==> src/rtl/id_ex_stage.sv <==
// ID/EX pipeline register with load-use stall and flush bubble injection.
// Optional bubble counter output enabled by defining ID_EX_BUBBLE_CNT_EN.
module id_ex_stage #(
    parameter int DATA_W = 32,
    parameter int CTRL_W = 18
) (
    input  logic              clk,
    input  logic              reset,
    input  logic [CTRL_W-1:0] ctrl_id,
    input  logic [31:0]       instr_id,
    input  logic [DATA_W-1:0] pc4_id,
    input  logic [DATA_W-1:0] rd1_id,
    input  logic [DATA_W-1:0] rd2_id,
    input  logic [DATA_W-1:0] imm_id,
    input  logic              flush,
    output logic [CTRL_W-1:0] ctrl_ex,
    output logic [31:0]       instr_ex,
    output logic [DATA_W-1:0] pc4_ex,
    output logic [DATA_W-1:0] rd1_ex,
    output logic [DATA_W-1:0] rd2_ex,
    output logic [DATA_W-1:0] imm_ex,
    output logic              stall_if
`ifdef ID_EX_BUBBLE_CNT_EN
    ,
    output logic [15:0]       bubble_cnt
`endif
);

    // Control bundle is LSB-aligned: RegDest is bit 0, MemRead bit 3.
    localparam int MEMREAD = 3;

    typedef enum logic {RUN, STALL} state_t;

    state_t            state_q;
    logic [CTRL_W-1:0] ctrl_q, ctrl_d;
    logic [31:0]       instr_q, instr_d;
    logic [DATA_W-1:0] pc4_q, pc4_d;
    logic [DATA_W-1:0] rd1_q, rd1_d;
    logic [DATA_W-1:0] rd2_q, rd2_d;
    logic [DATA_W-1:0] imm_q, imm_d;

    logic [5:0] opcode;
    logic [4:0] rs, rt, rt_ex;
    logic       rs_used, rt_used;
    logic       hazard, bubble;

    assign opcode = instr_id[31:26];
    assign rs     = instr_id[25:21];
    assign rt     = instr_id[20:16];
    assign rt_ex  = instr_q[20:16];

    always_comb begin
        rt_used = 1'b0;
        rs_used = 1'b1;
        unique case (opcode)
            6'b000000, 6'b000100, 6'b000101,
            6'b101011, 6'b101001, 6'b101000: rt_used = 1'b1;
            6'b000010, 6'b000011, 6'b001111: rs_used = 1'b0;
            default: ;
        endcase
    end

    assign hazard = ctrl_q[MEMREAD] && (rt_ex != 5'd0) &&
                    ((rs_used && rs == rt_ex) ||
                     (rt_used && rt == rt_ex));

    assign stall_if = !reset && !flush &&
                      (state_q == RUN) && hazard;
    assign bubble   = !reset && (flush || stall_if);

    // Bubbles clear only control and instruction; datapath regs hold.
    always_comb begin
        ctrl_d  = ctrl_id;
        instr_d = instr_id;
        pc4_d   = pc4_id;
        rd1_d   = rd1_id;
        rd2_d   = rd2_id;
        imm_d   = imm_id;
        if (bubble) begin
            ctrl_d  = '0;
            instr_d = '0;
            pc4_d   = pc4_q;
            rd1_d   = rd1_q;
            rd2_d   = rd2_q;
            imm_d   = imm_q;
        end
    end

    always_ff @(posedge clk) begin
        if (reset) begin
            state_q <= RUN;
            ctrl_q  <= '0;
            instr_q <= '0;
            pc4_q   <= '0;
            rd1_q   <= '0;
            rd2_q   <= '0;
            imm_q   <= '0;
        end else begin
            ctrl_q  <= ctrl_d;
            instr_q <= instr_d;
            pc4_q   <= pc4_d;
            rd1_q   <= rd1_d;
            rd2_q   <= rd2_d;
            imm_q   <= imm_d;
            unique case (state_q)
                RUN:     state_q <= stall_if ? STALL : RUN;
                STALL:   state_q <= RUN;
                default: state_q <= RUN;
            endcase
        end
    end

    assign ctrl_ex  = ctrl_q;
    assign instr_ex = instr_q;
    assign pc4_ex   = pc4_q;
    assign rd1_ex   = rd1_q;
    assign rd2_ex   = rd2_q;
    assign imm_ex   = imm_q;

`ifdef ID_EX_BUBBLE_CNT_EN
    logic [15:0] cnt_q, cnt_d;

    always_comb begin
        cnt_d = cnt_q;
        if (bubble && cnt_q != 16'hFFFF)
            cnt_d = cnt_q + 16'd1;
    end

    always_ff @(posedge clk) begin
        if (reset) cnt_q <= '0;
        else       cnt_q <= cnt_d;
    end

    assign bubble_cnt = cnt_q;
`endif

endmodule

==> config.mk <==
export PLATFORM = sky130hd
export DESIGN_NAME = id_ex_stage
export DESIGN_NICKNAME = d
export VERILOG_FILES = /design/src/rtl/id_ex_stage.sv
export SDC_FILE = /design/constraint.sdc
export NUM_CORES = 1
export LEC_CHECK = 0
export CAP_MARGIN = 40
export CORE_ASPECT_RATIO = 0.9
export CORE_MARGIN = 2
export CORE_UTILIZATION = 41
export DETAILED_ROUTE_END_ITERATION = 8
export GPL_TIMING_DRIVEN = 0
export PLACE_DENSITY = 0.83
export SYNTH_ARGS = -nofsm -noshare
export SYNTH_HDL_FRONTEND = slang
export SYNTH_SLANG_ARGS = --single-unit
==> constraint.sdc <==
create_clock -name clk -period 2.25 [get_ports clk]
set_clock_uncertainty 0.05 [all_clocks]
set_input_delay 0.45 -clock clk [delete_from_list [all_inputs] [get_ports clk]]
set_output_delay 0.45 -clock clk [all_outputs]
set_load 0.05 [all_outputs]
# ---- Word level (Yosys, flattened, before mapping)
# Cells that the tools add are included.
# Widths: inputs -> output; s select.
dict set report word_totals {
  input_bits 181
  output_inout_bits 179
  word_cells 39
  regBits 179
}
dict set report op_classes {
  n_bitwise 1
  n_reduce_logical 17
  muxes 4
  eq_ne 10
}
# operator n
set ops {}
lappend ops {{$eq 6x6->1 const B} 3}
lappend ops {{$eq 6x2->1 const B} 2}
lappend ops {{$eq 6x3->1 const B} 2}
lappend ops {{$eq 5x5->1} 2}
lappend ops {{$logic_and 1x1->1} 8}
lappend ops {{$eq 6x4->1 const B} 1}
lappend ops {{$logic_not 6->1} 1}
lappend ops {{$reduce_or 6->1} 1}
lappend ops {{$reduce_bool 5->1} 1}
lappend ops {{$mux 1} 3}
lappend ops {{$reduce_or 3->1} 1}
lappend ops {{$logic_not 1->1} 2}
lappend ops {{$logic_or 1x1->1} 2}
lappend ops {{$pmux 1 s2} 1}
lappend ops {{$reduce_or 2->1} 1}
lappend ops {{$not 1->1} 1}

# ---- Logic depth before layout (Yosys ltp)
dict set report depth {
  depth_word 10
  ltp_mapped 7
  mapped_depth_nobuf 5
}

# ---- Worst setup path after synthesis
# OpenSTA, ideal clock, no wires.
dict set report synth_path {
  path_type {register to output}
  startpoint {register instr_q[20] (netlist: instr_ex[20])}
  endpoint {output stall_if}
  required_time_ns 1.750
  slack_ns -0.196
  path_buffers 0
  stages_incl_launch_ff 5
  arrival_ns 1.946
  cell_sequence {dfxtp_1 xor2_1 or4_4 nor4_4 or2_2}
}
dict set report synth_between {
  elab_chain_len 5
  word_cells_on_any_way 9
}
# item line_no
set synth_lines {}
lappend synth_lines {{start, declared} 36} ;# logic [31:0] instr_q, instr_d;
lappend synth_lines {{start signal, assigned} 100} ;# instr_q <= instr_d;
lappend synth_lines {{$eq 5x5->1, on equally long branches} {64, 65}}
lappend synth_lines {{$logic_and 1x1->1, on equally long branches} {64, 65}}
lappend synth_lines {{$logic_or 1x1->1} 64} ;# ((rs_used && rs == rt_ex) ||
lappend synth_lines {{$logic_and 1x1->1 *} 63} ;# assign hazard = ctrl_q[MEMREAD] && (rt_ex != 5'd0) &&
lappend synth_lines {{$logic_and 1x1->1 *} 68} ;# (state_q == RUN) && hazard;
lappend synth_lines {{end, declared} 22} ;# output logic stall_if
# Every way passes the cells marked *; elsewhere a longest branch is shown, timed or not.

# ---- Worst setup path after layout
dict set report layout_path {
  startpoint {register instr_q[20] (netlist: instr_ex[20])}
  endpoint {register rd2_q[11] (netlist: rd2_ex[11])}
}
dict set report layout_between {
  elab_chain_len 7
  word_cells_on_any_way 11
}
# item line_no
set layout_lines {}
lappend layout_lines {{$eq 5x5->1, on equally long branches} {64, 65}}
lappend layout_lines {{$logic_and 1x1->1, on equally long branches} {64, 65}}
lappend layout_lines {{$logic_or 1x1->1} 64}
lappend layout_lines {{$logic_and 1x1->1 *} 63}
lappend layout_lines {{$logic_and 1x1->1 *} 68}
lappend layout_lines {{$logic_or 1x1->1 *} 69} ;# assign bubble = !reset && (flush || stall_if);
lappend layout_lines {{$logic_and 1x1->1 *} 69}
lappend layout_lines {{end signal, assigned} 103} ;# rd2_q <= rd2_d;
lappend layout_lines {{end, declared} 39} ;# logic [DATA_W-1:0] rd2_q, rd2_d;
# Marks and branches as above.
# A chain may end at the register's enable or synchronous reset.

==> run_results.csv <==
group,metric,value,unit
cts,holdBufCountCts,0,
timing,worst_slack,-312,ps
synth,ys_types,25,
floorplanning,start_util,42.0,%
synth,syn_area,7440,sq um
floorplanning,placementRows,46,
synth,ys.flop_type,"dfxtp_1",
synth,avgSynthCellArea,10.8,sq um
worst_setup_path,cp-start-kind,"flop",
global_route,grt_pass1_vias,6239,
timing,fin_crit,2560,ps
worst_setup_path,slowest_stage,"or4_4",
worst_setup_path,critPathTopFamily,"simple AND/OR/NAND/NOR gates",
power,vdd_drop_max,525,uV
timing,worstMarginPinSlew,689,ps
floorplanning,ios,360,
power,report.power.total,8330,uW
finish,final_cells,1365,
finish,antennaDiodeCount,0,
finish,drive_gt1_share,11.6,%
cts,root_buffer,"clkbuf_16",
route,drc,0,
cts,numCtsBuffers,17,
finish,synthToLayoutAreaGrowth,71.3,%
route,vias_per_cell,4.61,
outcome,status,"finished, violations left",
synth,synth-edff-count,0,
floorplanning,dieArea,19200,sq um
synth,ys_seq_area_share,48.2,%
run,drv_cap,0,
route,drt_iter0_markers,175,
worst_setup_path,crit_path_end_kind,"flop",
global_route,grt_pass1_wl,33200,um
global_route,grt_usage,22.0,%
worst_setup_path,cp_data_arrival_time,2870,ps
worst_setup_path,crit_type,"reg -> reg",
worst_setup_path,cp_data_required_time,2550,ps
timing,final_max_slew_viol_count,0,
route,wirelength,24200,um
outcome,failed_checks,"negative setup slack",
cts,path_clk_slew,70,ps
finish,final_util,71.9,%
route,wl_per_cell,17.7,um
power,power_density,654,nW/um^2
worst_setup_path,path_buf_inv,5,
timing,rsz0062_at_grt,"yes",
place,place_congestion,0.802,
synth,yosys_warnings,0,
place,dpl.hpwl,16600,um
timing,period_share,114,%
route,antenna_left,0,
synth,async_flop_share,0,%
cts,clkLatencyLatePin,430,ps
global_route,gr-total-overflow,0,
cts,cts_max_level,4,
hold_path,hold_path_class,"in -> reg",
route,vias,6299,
place,port_buffers,359,
worst_setup_path,cp_cell_sequence,"or4_4 > o21ai_4 > nor4_4 > buf_4 > buf_6 > nor3_4 > buf_6 > clkbuf_16 > clkbuf_16 > mux2i_1",
synth,ys_ff_latch,179,
place,dp_slack,-1250,ps
worst_setup_path,cpPeakStageDelay,550,ps
floorplanning,core,17700,sq um
timing,slew_headroom,54.1,%
timing,clock.fmax,0.390,GHz
worst_setup_path,crit_path_max_fanout,6,
timing,setup_viol,175,
route,drt_pass1_iterations,4,
floorplanning,die-height,132,um
finish,final_nets,1293,
cts,tritoncts,"done",
cts,clock_sinks,179,
synth,synth_cells,690,
synth,syn-num-nets,871,
floorplanning,die_w,146,um
timing,hold_viol_final,0,
place,dp_cells,1289,
power,leakage,0.00521,uW
cts,clk_path_buf_depth,2,
global_route,grt_antenna_before_repair,0,
global_route,grt_max_degree,19,
==> metal layers <==
metal | wire (um) | track usage, % | vias up | part of all wire [%]
li1 | - | - | 3066 | -
met1 | 9080 | 24.1 | 2928 | 38
met2 | 12500 | 38.8 | 262 | 52
met3 | 1850 | 7.92 | 43 | 7.7
met4 | 708 | 9.17 | 0 | 2.9
met5 | 0 | 0 | - | 0
==> flip-flops by register name (all words and copies together) (netlist names) <==
signal,cells
instr_ex,32
imm_ex,32
ctrl_ex,18
pc4_ex,32
rd1_ex,32
state_q,1
rd2_ex,32
==> worst register-to-register path, stage by stage, from the launching register on <==
cell	delay (ps)
dfxtp_2	340
or4_4	550
o21ai_4	230
nor4_4	80
buf_4	150
buf_6	110
nor3_4	240
buf_6	200
clkbuf_16	200
clkbuf_16	160
mux2i_1	190
==> stage by stage <==
stage,hold slack (ps),instance area (sq um),TNS [ps]
final,336,12700,-31730
after floorplan,522,7450,0
after global placement,407,11300,-92180
after global routing,314,12700,-43400
after detailed placement,414,11300,-92850
after CTS,328,12000,-25490
==> path summary, 6_finish.rpt <==
check / endpoint / from / depth (start not counted) / slack [ps]
setup / recovery: rd2_ex[11]$_SDFFE_PP0N_ / instr_ex[20]$_SDFF_PP0_ / 10 / -310
hold / removal: instr_ex[29]$_SDFF_PP0_ / instr_id[29] / 2 / 340
setup reg to reg: rd2_ex[11]$_SDFFE_PP0N_ / instr_ex[20]$_SDFF_PP0_ / 10 / -310
hold reg to reg: imm_ex[6]$_SDFFE_PP0N_ / imm_ex[6]$_SDFFE_PP0N_ / 2 / 420
==> power breakdown <==
part / switching, uW / internal, uW
clock network: 1410 / 1470
logic: 1070 / 954
registers: 88.9 / 3340
==> cells in the mapped netlist (all sizes together) (2+ instances only) <==
| master | number | area (sq um) |
|---|---|---|
| nand2 | 2 | 7.51 |
| dfxtp | 179 | 3580 |
| mux2i | 128 | 1280 |
| and2 | 50 | 313 |
| clkbuf | 33 | 130 |
| or4 | 2 | 18.8 |
| buf | 14 | 272 |
| xor2 | 5 | 43.8 |
| nand2b | 258 | 1610 |
| xnor2 | 5 | 43.8 |
| or2 | 2 | 12.5 |
| nor4 | 3 | 46.3 |
==> final cells by class <==
type                       instances  area [sq um]
sequential                       179          3600
clock buffer                      17           425
multi-input combinational        464          3560
timing repair buffer             404          4300
tap                              240           300
clock inverter                    15           135
buffer                            46           425
fill                            1284          4990
==> cell families (layout without fill, tap and decap cells) <==
logic type	Yosys count	in the layout	synth area share, %
AND/OR/NAND/NOR	322	322	27.6
flip-flops	179	179	48.2
multiplexers	128	128	17.2
buffers and inverters	47	482	5.40
XOR/XNOR	10	10	1.18
AO/OA/AOI/OAI	4	4	0.454
==> repair_timing <==
action / 4_1_cts / 5_1_grt
gates resized for setup: 19 / 72
hold endpoints to repair: 0 / 0
buffers inserted: 2 / 21
endpoints found under the setup margin: 171 / 180
pin swaps: 3 / 21
cloned: 0 / 22
==> layout by cell type, fill, tap and decap left out, types with 2 or more instances in the layout <==
master,netlist,routed
inv_8,0,3
dfxtp_4,0,2
mux2i_1,128,128
dfxtp_2,0,4
nor4_4,1,3
buf_12,13,13
nand2b_1,258,258
dfxtp_1,179,173
and2_4,0,15
clkdlybuf4s50_1,0,350
xnor2_1,5,5
dlygate4sd2_1,0,5
dlymetal6s2s_1,0,3
xor2_1,5,5
buf_8,0,4
clkinv_4,0,2
buf_4,0,10
inv_6,0,6
and2_1,50,35
clkbuf_1,28,28
or4_4,1,2
clkinv_2,0,3
buf_6,1,21
clkbuf_16,0,33
Power figures use the tool's default switching activity.
